`config.mk`:
```
export PLATFORM = sky130hd
export DESIGN_NAME = reg_wb_arbiter
export DESIGN_NICKNAME = d
export VERILOG_FILES = /design/src/rtl/reg_wb_arbiter.sv
export SDC_FILE = /design/constraint.sdc
export NUM_CORES = 1
export LEC_CHECK = 0
export CORE_MARGIN = 4
export CORE_UTILIZATION = 47
export DETAILED_ROUTE_END_ITERATION = 7
export PLACE_DENSITY = 0.8
export SLEW_MARGIN = 30
export SYNTH_ARGS = -nofsm -noshare
export SYNTH_HDL_FRONTEND = slang
export SYNTH_SLANG_ARGS = --single-unit
```
`constraint.sdc`:
```
create_clock -name clk -period 13.2 [get_ports clk]
set_input_delay 1.98 -clock clk [delete_from_list [all_inputs] [get_ports clk]]
set_output_delay 1.98 -clock clk [all_outputs]
set_load 0.01 [all_outputs]
```
`src/rtl/reg_wb_arbiter.sv`:
```
// Write-back scheduler: clears the register file after reset, then shares two write channels round-robin.
// Optional stall counter enabled by defining REG_WB_STATS_EN.
module reg_wb_arbiter #(
  parameter int X_LEN = 32,
  parameter int N_REQ = 4,
  parameter int SEL_W = 7
) (
  input  logic                   clk,
  input  logic                   rst_n,
  input  logic [N_REQ-1:0]       req_valid,
  output logic [N_REQ-1:0]       req_ready,
  input  logic [N_REQ*SEL_W-1:0] req_sel,
  input  logic [N_REQ*X_LEN-1:0] req_data,
  output logic [1:0]             wb_en,
  output logic [2*SEL_W-1:0]     wb_sel,
  output logic [2*X_LEN-1:0]     wb_data,
  output logic                   init_done,
  output logic [31:0]            stat_conflicts
);

  localparam int PW = (N_REQ > 1) ? $clog2(N_REQ) : 1;
  localparam int CW = SEL_W - 1;

  typedef enum logic {
    ST_INIT,
    ST_RUN
  } state_t;

  state_t             r_state;
  logic [CW-1:0]      r_sweep;
  logic [PW-1:0]      r_rr_ptr;
  logic [1:0]         r_wb_en;
  logic [2*SEL_W-1:0] r_wb_sel;
  logic [2*X_LEN-1:0] r_wb_data;
  logic               r_init_done;

  logic [SEL_W-1:0] w_sel [N_REQ];
  logic [X_LEN-1:0] w_data [N_REQ];

  for (genvar i = 0; i < N_REQ; i++) begin : g_unpack
    assign w_sel[i]  = req_sel[i*SEL_W +: SEL_W];
    assign w_data[i] = req_data[i*X_LEN +: X_LEN];
  end

  logic             w_g0;
  logic             w_g1;
  logic [PW-1:0]    w_g0_idx;
  logic [PW-1:0]    w_g1_idx;
  logic [PW-1:0]    w_idx;
  logic [N_REQ-1:0] w_ready;

  // Channel 1 skips candidates aimed at channel 0's register.
  always_comb begin
    w_g0     = 1'b0;
    w_g1     = 1'b0;
    w_g0_idx = '0;
    w_g1_idx = '0;
    w_idx    = '0;
    w_ready  = '0;
    if (r_state == ST_RUN) begin
      for (int k = 0; k < N_REQ; k++) begin
        w_idx = PW'((int'(r_rr_ptr) + k) % N_REQ);
        if (req_valid[w_idx]) begin
          if (!w_g0) begin
            w_g0     = 1'b1;
            w_g0_idx = w_idx;
          end else if (!w_g1 &&
                       (w_sel[w_idx] != w_sel[w_g0_idx])) begin
            w_g1     = 1'b1;
            w_g1_idx = w_idx;
          end
        end
      end
    end
    if (w_g0) w_ready[w_g0_idx] = 1'b1;
    if (w_g1) w_ready[w_g1_idx] = 1'b1;
  end

  logic [PW-1:0] w_last;
  logic [PW-1:0] w_next_ptr;
  logic          w_we0;
  logic          w_we1;

  assign w_last     = w_g1 ? w_g1_idx : w_g0_idx;
  assign w_next_ptr = PW'((int'(w_last) + 1) % N_REQ);
  // x0 is hardwired zero: accept the request but suppress the write.
  assign w_we0 = w_g0 && (w_sel[w_g0_idx] != '0);
  assign w_we1 = w_g1 && (w_sel[w_g1_idx] != '0);

  always_ff @(posedge clk or negedge rst_n) begin
    if (!rst_n) begin
      r_state     <= ST_INIT;
      r_sweep     <= '0;
      r_rr_ptr    <= '0;
      r_wb_en     <= '0;
      r_wb_sel    <= '0;
      r_wb_data   <= '0;
      r_init_done <= 1'b0;
    end else begin
      unique case (r_state)
        ST_INIT: begin
          r_wb_en   <= 2'b11;
          r_wb_sel  <= {r_sweep, 1'b1, r_sweep, 1'b0};
          r_wb_data <= '0;
          r_sweep   <= r_sweep + CW'(1);
          if (&r_sweep) r_state <= ST_RUN;
        end
        ST_RUN: begin
          r_init_done <= 1'b1;
          r_wb_en     <= {w_we1, w_we0};
          if (w_we0) begin
            r_wb_sel[0 +: SEL_W]  <= w_sel[w_g0_idx];
            r_wb_data[0 +: X_LEN] <= w_data[w_g0_idx];
          end
          if (w_we1) begin
            r_wb_sel[SEL_W +: SEL_W]  <= w_sel[w_g1_idx];
            r_wb_data[X_LEN +: X_LEN] <= w_data[w_g1_idx];
          end
          if (w_g0) r_rr_ptr <= w_next_ptr;
        end
      endcase
    end
  end

  assign req_ready = w_ready;
  assign wb_en     = r_wb_en;
  assign wb_sel    = r_wb_sel;
  assign wb_data   = r_wb_data;
  assign init_done = r_init_done;

`ifdef REG_WB_STATS_EN
  logic [31:0] r_conf;
  logic        w_conf;

  assign w_conf = (r_state == ST_RUN) && |(req_valid & ~w_ready);

  always_ff @(posedge clk or negedge rst_n) begin
    if (!rst_n) begin
      r_conf <= '0;
    end else if (w_conf && (r_conf != 32'hFFFF_FFFF)) begin
      r_conf <= r_conf + 32'd1;
    end
  end

  assign stat_conflicts = r_conf;
`else
  assign stat_conflicts = 32'd0;
`endif

endmodule

```
Word-level counts from Yosys, hierarchy flattened
Cells that the tools add are included.

Input port bits: 162. Bits in registers: 90. Bits in latches: 0. RAM bits: 0. Memories kept: 0. ROM bits: 0. Output and inout port bits: 117.

Shifts and indexed selects: 0. Divide/modulo/power cells: 0. Reductions and logical operators: 14. Multiply operators: 0. Order comparisons: 16. Bitwise logic cells: 10. $add $sub $neg: 5. Mux-type cells: 96. Equal/unequal tests: 5.

Operator list (number): $mux 32 (6); $bmux 32 s2 (2); $pmux 64 s2 (1); $mux 7 (18); $bmux 7 s2 (8); $mux 2 (22); $mux 1 (29); $pmux 14 s2 (1); $ge 3x3->1 const B (8); $not 2->3 (8); $ne 7x7->1 (3); $lt 2x3->1 const B (6); $reduce_bool 7->1 (2); $bmux 1 s2 (4); $mux 4 (2); $logic_and 1x1->1 (7); $add 6x1->6 const B (1); $reduce_and 6->1 (1); $add 2x1->2 const B (2); $add 2x2->2 const B (2); $demux 1 s2 (2); $ge 2x1->1 const B (2); $ne 2x1->1 const B (2); $or 4x4->4 (1); 4 further kinds (6).

Logic depth before layout (Yosys ltp)
Gate-level depths: netlist (run 1).

Depth in word-level cells: 34. Gate-level depth with buffers: 25. Mapped depth without buffers: 18.

Worst setup path after synthesis (run 1)
Ideal clock, no wire load.

Path type: input-to-output. Start point: input req_valid[3]. End point: output req_ready[1]. Stages on the path: 15. Arrival time: 5.885 ns. Slack: 5.335 ns. Required time: 11.220 ns. Buffers on the path: 2. Cell sequence: and2_1 -> o21ai_1 -> o21ai_0 -> ha_1 -> mux2_4 -> and3_1 -> or4_1 -> o2111ai_1 -> o2111ai_1 -> o21ai_4 -> nor3_1 -> o31ai_2 -> clkbuf_1 -> clkbuf_1 -> o32ai_1.

Longest elaborated chain between the ends: 32. Elaborated cells on any way between the ends: 82. Those cells by class: order compare: 4; eq/ne: 3; mux: 64; bitwise: 4; reduce/logical: 7.

Ends and longest elaborated chain: start, declared (RTL line 10) `input logic [N_REQ-1:0] req_valid,`; $bmux 1 s2 (RTL line 63) `if (req_valid[w_idx]) begin`; $mux 1 (implied by the code) (RTL line 63); $mux 2 (RTL line 63); $mux 2 (RTL line 60) `if (r_state == ST_RUN) begin`; $not 2->3 (implied by the code) (RTL line 68) `(w_sel[w_idx] != w_sel[w_g0_idx])) begin`; $bmux 7 s2 (RTL line 68); $mux 7 (implied by the code) (2 in a row) (RTL line 68); $ne 7x7->1 (RTL line 68); [... 15 more ...]; $mux 2 (RTL line 63); $mux 2 (RTL line 60); $lt 2x3->1 (implied by the code) or $ge 2x1->1 (tied branches) (RTL line 76) `if (w_g1) w_ready[w_g1_idx] = 1'b1;`; $logic_and 1x1->1 (implied by the code) (RTL line 76); $mux 1 (implied by the code) (RTL line 76); $demux 1 s2 (RTL line 76); $or 4x4->4 (no line); $mux 4 (*) (RTL line 76); end, declared (RTL line 11) `output logic [N_REQ-1:0] req_ready,`.

Mark *: on every way between the ends. The rest lies on a longest branch, timed or not. The select of a mux whose other input is x is not followed.

Worst setup path after layout (run 1)
Start point: input req_valid[2]. End point: output req_ready[1].

The elaborated chain is that of the path after synthesis.

==> impl_metrics.toml, run 1 <==
[clock_tree]
cts_root_buf = "clkbuf_16"
cts_buffers = 9
htreeDepth = 3
clk_pin_slew_worst_paths_ps = 70
cts.repair.resized = 0
cts.sinks = 90
cts.hold.buffers_added = 0
cts_setup_buffers = 0
clk_latency_ps = 350
clk_path_buf_depth = 2
cts_tree = "yes"

[power]
p_per_area_nw_per_um2 = 64.6
comb_power_share_pct = 28.2
seqPwrFrac_pct = 35.9
p_leak_nw = 5.02
p_switching_mw = 0.230
swShare_pct = 29.9
power.internal_mw = 0.539
p_clk_share_pct = 35.9
ir_worst_vdd_mv = 0.0584

[synth]
syn_inst = 1265
synth_warnings = 0
synth_edf_count = 0
synthArstFlopShare_pct = 100
synth.distinct_cells = 75
synth.cell_area_um2 = 9170
syn_area_per_cell_um2 = 7.25
synth_flop_cell = "dfrtp_1"
ys_ff_latch = 90
seq_area_frac_synth_pct = 24.6

[final_layout]
fin_area_um2 = 11900
layout_common_cells = "nand2_1, clkdlybuf4s50_1, nor2_1"
instances_no_fill = 1688
utilization_pct = 62.8
n_fill_cell = 1656
fin_nets = 1587
diodes = 0
layout-drive-gt1-share_pct = 6.30
final_common_cell = "nand2_1"
syn2layout_area_growth_pct = 29.8

[placed_design]
dp.final_hpwl_um = 25200
port-buffer-count = 246
gp_congestion = 0.982
postPlaceCellArea_um2 = 11600
dp.cells = 1670

[sta]
worstMarginPinSlew_ps = 991
hold_viol_final = 0
grt_setup_unrepaired = "no"
skew_ps = 6.09
fmax_ghz = 0.104
layout_min_cycle_time_ps = 9610
finalCritPeriodShare_pct = 72.8
relSlewSlack_pct = 33.1
setup_viol = 0
holdWs_ps = 464
tns_ps = 0
slew_viol_final = 0

[die]
core_region_area_um2 = 19000
io_pins = 279
die_area_um2 = 21800
die_y_um = 148
floorplan.initialDensity_pct = 48.4
row_count = 50
fp.dieW_um = 148

[job]
maxCapViolCount = 0

[setup_path]
endpoint_kind = "output port"
cp.required_ps = 11220
worstPathArrival_ps = 7630
startpoint_type = "primary input"
critical_path_class = "primary input to output port"
crit_fanout = 14

[global_route]
grt_use_total_pct = 31.4
antenna_found_initial = 0
grt-ovfl-total = 0
grt_pass1_vias = 9939
grt_max_degree = 81
grt_pass1_wl_um = 55100

[drt]
ant_nets = 0
first_pass_iters = 8
dr.first_iter.drc_count = 1146
drc = 0
routedWlPerCell_um = 21.2
vias = 10500
drt-total-wl_um = 35700
vias_per_cell = 6.24

[min_path]
hp-class = "register to register"

[outcome]
status = "completed"
==> worst max-delay path: stages <==
cell and delay (ps):
clkdlybuf4s50_1 620, nor2b_1 280, o21ai_1 560, o21ai_0 190, ha_1 360, mux2_4 330
and3_1 350, or4_1 560, o2111ai_1 120, o2111ai_1 200, o21ai_4 370, o31a_1 390
nand2_1 360, o32ai_1 370, clkdlybuf4s50_1 590
==> final cells by class <==
class / instances / area [um^2] / share of cell area (%)
clock buffers: 12 / 267 / 2.24
clock inverters: 4 / 56.3 / 0.473
well taps: 260 / 325 / 2.73
flip-flops and latches: 90 / 2250 / 18.9
multi-input cells: 1044 / 6330 / 53.2
inverters: 11 / 41.3 / 0.347
repair buffers: 267 / 2630 / 22.1
==> flip-flops by register name, indices dropped and copies added (netlist names) <==
name,count
wb_data,64
wb_sel,14
r_sweep,6
r_rr_ptr,2
wb_en,2
init_done,1
r_state,1
==> cell usage after synthesis, drive strengths merged, types with 3 or more instances <==
library cell / number / area share (%)
a21boi: 3 / 0.25
a221o: 4 / 0.44
o211ai: 30 / 2.5
nor3b: 4 / 0.33
mux2: 13 / 1.6
nor3: 7 / 0.38
o21bai: 4 / 0.33
o31ai: 7 / 0.83
nor4: 29 / 2.0
o311ai: 3 / 0.29
a31oi: 20 / 1.4
a22oi: 4 / 0.33
nand2: 292 / 12
and3: 28 / 1.9
nand4b: 3 / 0.29
o221ai: 13 / 1.4
a211o: 27 / 2.6
inv: 10 / 0.41
a21oi: 17 / 1.1
o2111ai: 4 / 0.38
o32ai: 3 / 0.37
a221oi: 5 / 0.48
buf: 55 / 4.0
clkbuf: 96 / 4.0
a211oi: 19 / 1.6
o21a: 5 / 0.41
a21o: 4 / 0.33
xnor2: 9 / 0.86
xor2: 4 / 0.38
o21ai: 75 / 4.3
nor2b: 8 / 0.55
or4: 16 / 1.3
and2: 16 / 1.1
mux4: 16 / 3.9
o22ai: 4 / 0.27
nand3: 58 / 3.2
nor2: 144 / 5.9
mux2i: 70 / 7.8
a311oi: 22 / 2.1
dfrtp: 90 / 25
o31a: 3 / 0.29
==> metrics by stage <==
stage                     total power, mW  setup slack [ps]
after floorplan                     0.408              5340
after global placement              0.491              3770
after detailed placement            0.492              3690
after CTS                           0.768              3670
after global routing                0.799              3170
final                               0.769              3590
==> routing by layer <==
| layer | vias to the layer above | part of all wire [%] | GRT usage (%) | wire, um |
|---|---|---|---|---|
| li1 | 4809 | - | - | - |
| met1 | 4937 | 40 | 42.9 | 14200 |
| met2 | 682 | 44 | 47.2 | 15600 |
| met3 | 109 | 12 | 8.52 | 4160 |
| met4 | 2 | 4.6 | 12.2 | 1630 |
| met5 | - | 0.095 | 1.14 | 34 |
==> final timing paths <==
path	start	end	slack (ps)	cells after the start
max reg2reg	r_rr_ptr[0]$_DFFE_PN0P_	wb_sel[12]$_DFFE_PN0P_	6080	19
min reg2reg	init_done$_DFFE_PN0P_	init_done$_DFFE_PN0P_	460	1
min	init_done$_DFFE_PN0P_	init_done$_DFFE_PN0P_	460	1
max in group asynchronous	rst_n	r_rr_ptr[0]$_DFFE_PN0P_	10710	2
min in group asynchronous	rst_n	wb_data[0]$_DFFE_PN0P_	1490	1
max	req_valid[2]	req_ready[1]	3590	15
==> logic make-up (layout without fill, tap and decap cells) <==
family / count (synthesis) / after routing / synth area share, %
simple gates: 615 / 615 / 29.6
other cells: 1 / 32 / 0.0409
buf+inv: 162 / 294 / 8.40
mux: 99 / 99 / 13.4
compound gates: 283 / 283 / 22.5
fa+ha+maj: 2 / 2 / 0.273
flops: 90 / 90 / 24.6
xor+xnor: 13 / 13 / 1.24
==> power by group through the flow <==
stage	Sequential (mW)	Combinational, mW	Clock (mW)
after detailed placement	0.281	0.210	0
after CTS	0.276	0.211	0.281
after floorplan	0.282	0.127	0
final	0.276	0.217	0.276
after global routing	0.276	0.234	0.290
after global placement	0.281	0.210	0
No activity file was read; power rests on OpenSTA's default activity.
==> run 2, diff against run 1 <==
- clock period: 13.2 -> 9.6 ns (I/O delays scaled with it)
==> run 2 against run 1 <==
Effect of this change:
- cell count barely moved
- routed wire length increased by 0.99%
- non-clock buffer count down 2
- die area unchanged
- setup slack lost 2500 ps
==> impl_metrics.toml, run 2 (synthesis results as in run 1) <==
[drt]
drc = 0
vias = 10600
routedWlPerCell_um = 21.4
first_pass_iters = 6
vias_per_cell = 6.27
ant_nets = 0
drt-total-wl_um = 36100
dr.first_iter.drc_count = 1333

[outcome]
status = "completed"

[die]
row_count = 50
fp.dieW_um = 148
io_pins = 279
core_region_area_um2 = 19000
die_y_um = 148
floorplan.initialDensity_pct = 48.4
die_area_um2 = 21800

[sta]
slew_viol_final = 0
skew_ps = 5.23
holdWs_ps = 463
layout_min_cycle_time_ps = 8550
setup_viol = 0
grt_setup_unrepaired = "no"
finalCritPeriodShare_pct = 89.0
hold_viol_final = 0
relSlewSlack_pct = 31.6
worstMarginPinSlew_ps = 1010
tns_ps = 0
fmax_ghz = 0.117

[placed_design]
dp.cells = 1669
dp.final_hpwl_um = 25200
postPlaceCellArea_um2 = 11500
gp_congestion = 1.01
port-buffer-count = 246

[power]
ir_worst_vdd_mv = 0.0687
power.internal_mw = 0.737
p_leak_nw = 5.00
comb_power_share_pct = 28.0
seqPwrFrac_pct = 36.3
swShare_pct = 30.0
p_per_area_nw_per_um2 = 88.5
p_switching_mw = 0.316
p_clk_share_pct = 35.7

[final_layout]
fin_area_um2 = 11900
fin_nets = 1585
syn2layout_area_growth_pct = 29.7
final_common_cell = "nand2_1"
layout-drive-gt1-share_pct = 6.11
layout_common_cells = "nand2_1, clkdlybuf4s50_1, nor2_1"
largest_register_ffs = 64
utilization_pct = 62.8
instances_no_fill = 1687

[global_route]
grt_max_degree = 81
antenna_found_initial = 2
grt_pass1_vias = 9858
grt-ovfl-total = 0
grt_pass1_wl_um = 55300
grt_use_total_pct = 31.6

[setup_path]
endpoint_kind = "output port"
slowest_stage = "clkdlybuf4s50_1"
cp_cell_sequence = "clkdlybuf4s50_1, and2_1, o21ai_1, o21ai_0, ha_1, mux2_4, and3_1, or4_1, o2111ai_1, o2111ai_1, o21ai_4, nor3_1, o31a_2, o31ai_1, clkdlybuf4s50_1"
startpoint_type = "primary input"
cp.required_ps = 8160
worst_path_largest_cell_delay_ps = 640
crit_fanout = 33
cp_top_family = "compound AO/OA/AOI/OAI gates"
critical_path_class = "primary input to output port"
worstPathArrival_ps = 7110
cp_num_buf_inv = 2
ff2ff_setup_slack_ps = 2460

[clock_tree]
cts.repair.resized = 0
cts_root_buf = "clkbuf_16"
clk_latency_ps = 360
cts.hold.buffers_added = 0
htreeDepth = 3
cts_setup_buffers = 0
cts.sinks = 90
clk_path_buf_depth = 2
cts_tree = "yes"
clk_pin_slew_worst_paths_ps = 60
cts_buffers = 9

[job]
maxCapViolCount = 0

[min_path]
hp-class = "register to register"
-- run 2: power groups by stage --
stage | Clock, mW | Combinational [mW] | Sequential [mW]
3_5_place_dp | 0 | 0.286 | 0.389
4_1_cts | 0.375 | 0.287 | 0.382
2_1_floorplan | 0 | 0.174 | 0.387
3_3_place_gp | 0 | 0.284 | 0.389
5_1_grt | 0.389 | 0.318 | 0.382
6_report | 0.376 | 0.295 | 0.382
-- run 2: layout make-up --
type / instances / area, um^2
sequential: 90 / 2250
fill: 1677 / 7060
clock inverter: 2 / 35.0
inverter: 11 / 41.3
timing repair buffer: 265 / 2620
clock buffer: 13 / 270
antenna: 2 / 5.00
tap: 260 / 325
multi-input combinational: 1044 / 6340
-- run 2: worst reg2reg max path: stages (launching register included) --
cell	delay, ps
dfrtp_2	680
buf_4	450
inv_1	260
nand2_1	140
and2_1	200
o21ai_0	90
ha_1	360
mux2i_4	500
mux2i_1	190
a221oi_1	320
nor3b_1	210
o21ai_0	190
o31a_1	350
nor3_1	350
o31a_2	750
and3_1	320
o221ai_2	360
buf_4	350
o31ai_1	500
buf_4	260
o221ai_1	140
-- run 2: worst paths after layout --
path / start / end / cells after the start
hold reg to reg: init_done$_DFFE_PN0P_ / init_done$_DFFE_PN0P_ / 1
hold / removal: init_done$_DFFE_PN0P_ / init_done$_DFFE_PN0P_ / 1
max in group asynchronous: rst_n / r_rr_ptr[0]$_DFFE_PN0P_ / 2
min in group asynchronous: rst_n / wb_data[0]$_DFFE_PN0P_ / 1
setup reg to reg: r_rr_ptr[0]$_DFFE_PN0P_ / wb_data[57]$_DFFE_PN0P_ / 20
setup / recovery: req_valid[3] / req_ready[0] / 15
-- run 2: layer usage --
metal  GRT usage [%]  wire [um]  up-vias
li1                -          -     4822
met1            42.3      14300     5010
met2            47.3      16000      635
met3            9.90       4150      112
met4            13.4       1650        0
met5               0          0        -
-- run 2: per-stage QoR --
stage               setup WS (ps)  total power [mW]
finish                       1050              1.05
global route                  670              1.09
CTS                          1090              1.04
detailed placement           1120             0.675
global placement             1230             0.673
floorplan                    2820             0.562
==> run 3, diff against run 2 <==
- SKIP_CTS_REPAIR_TIMING: unset -> 1
==> results of run 3 <==
The final DEF is identical to that of run 2; final timing and power are the same.
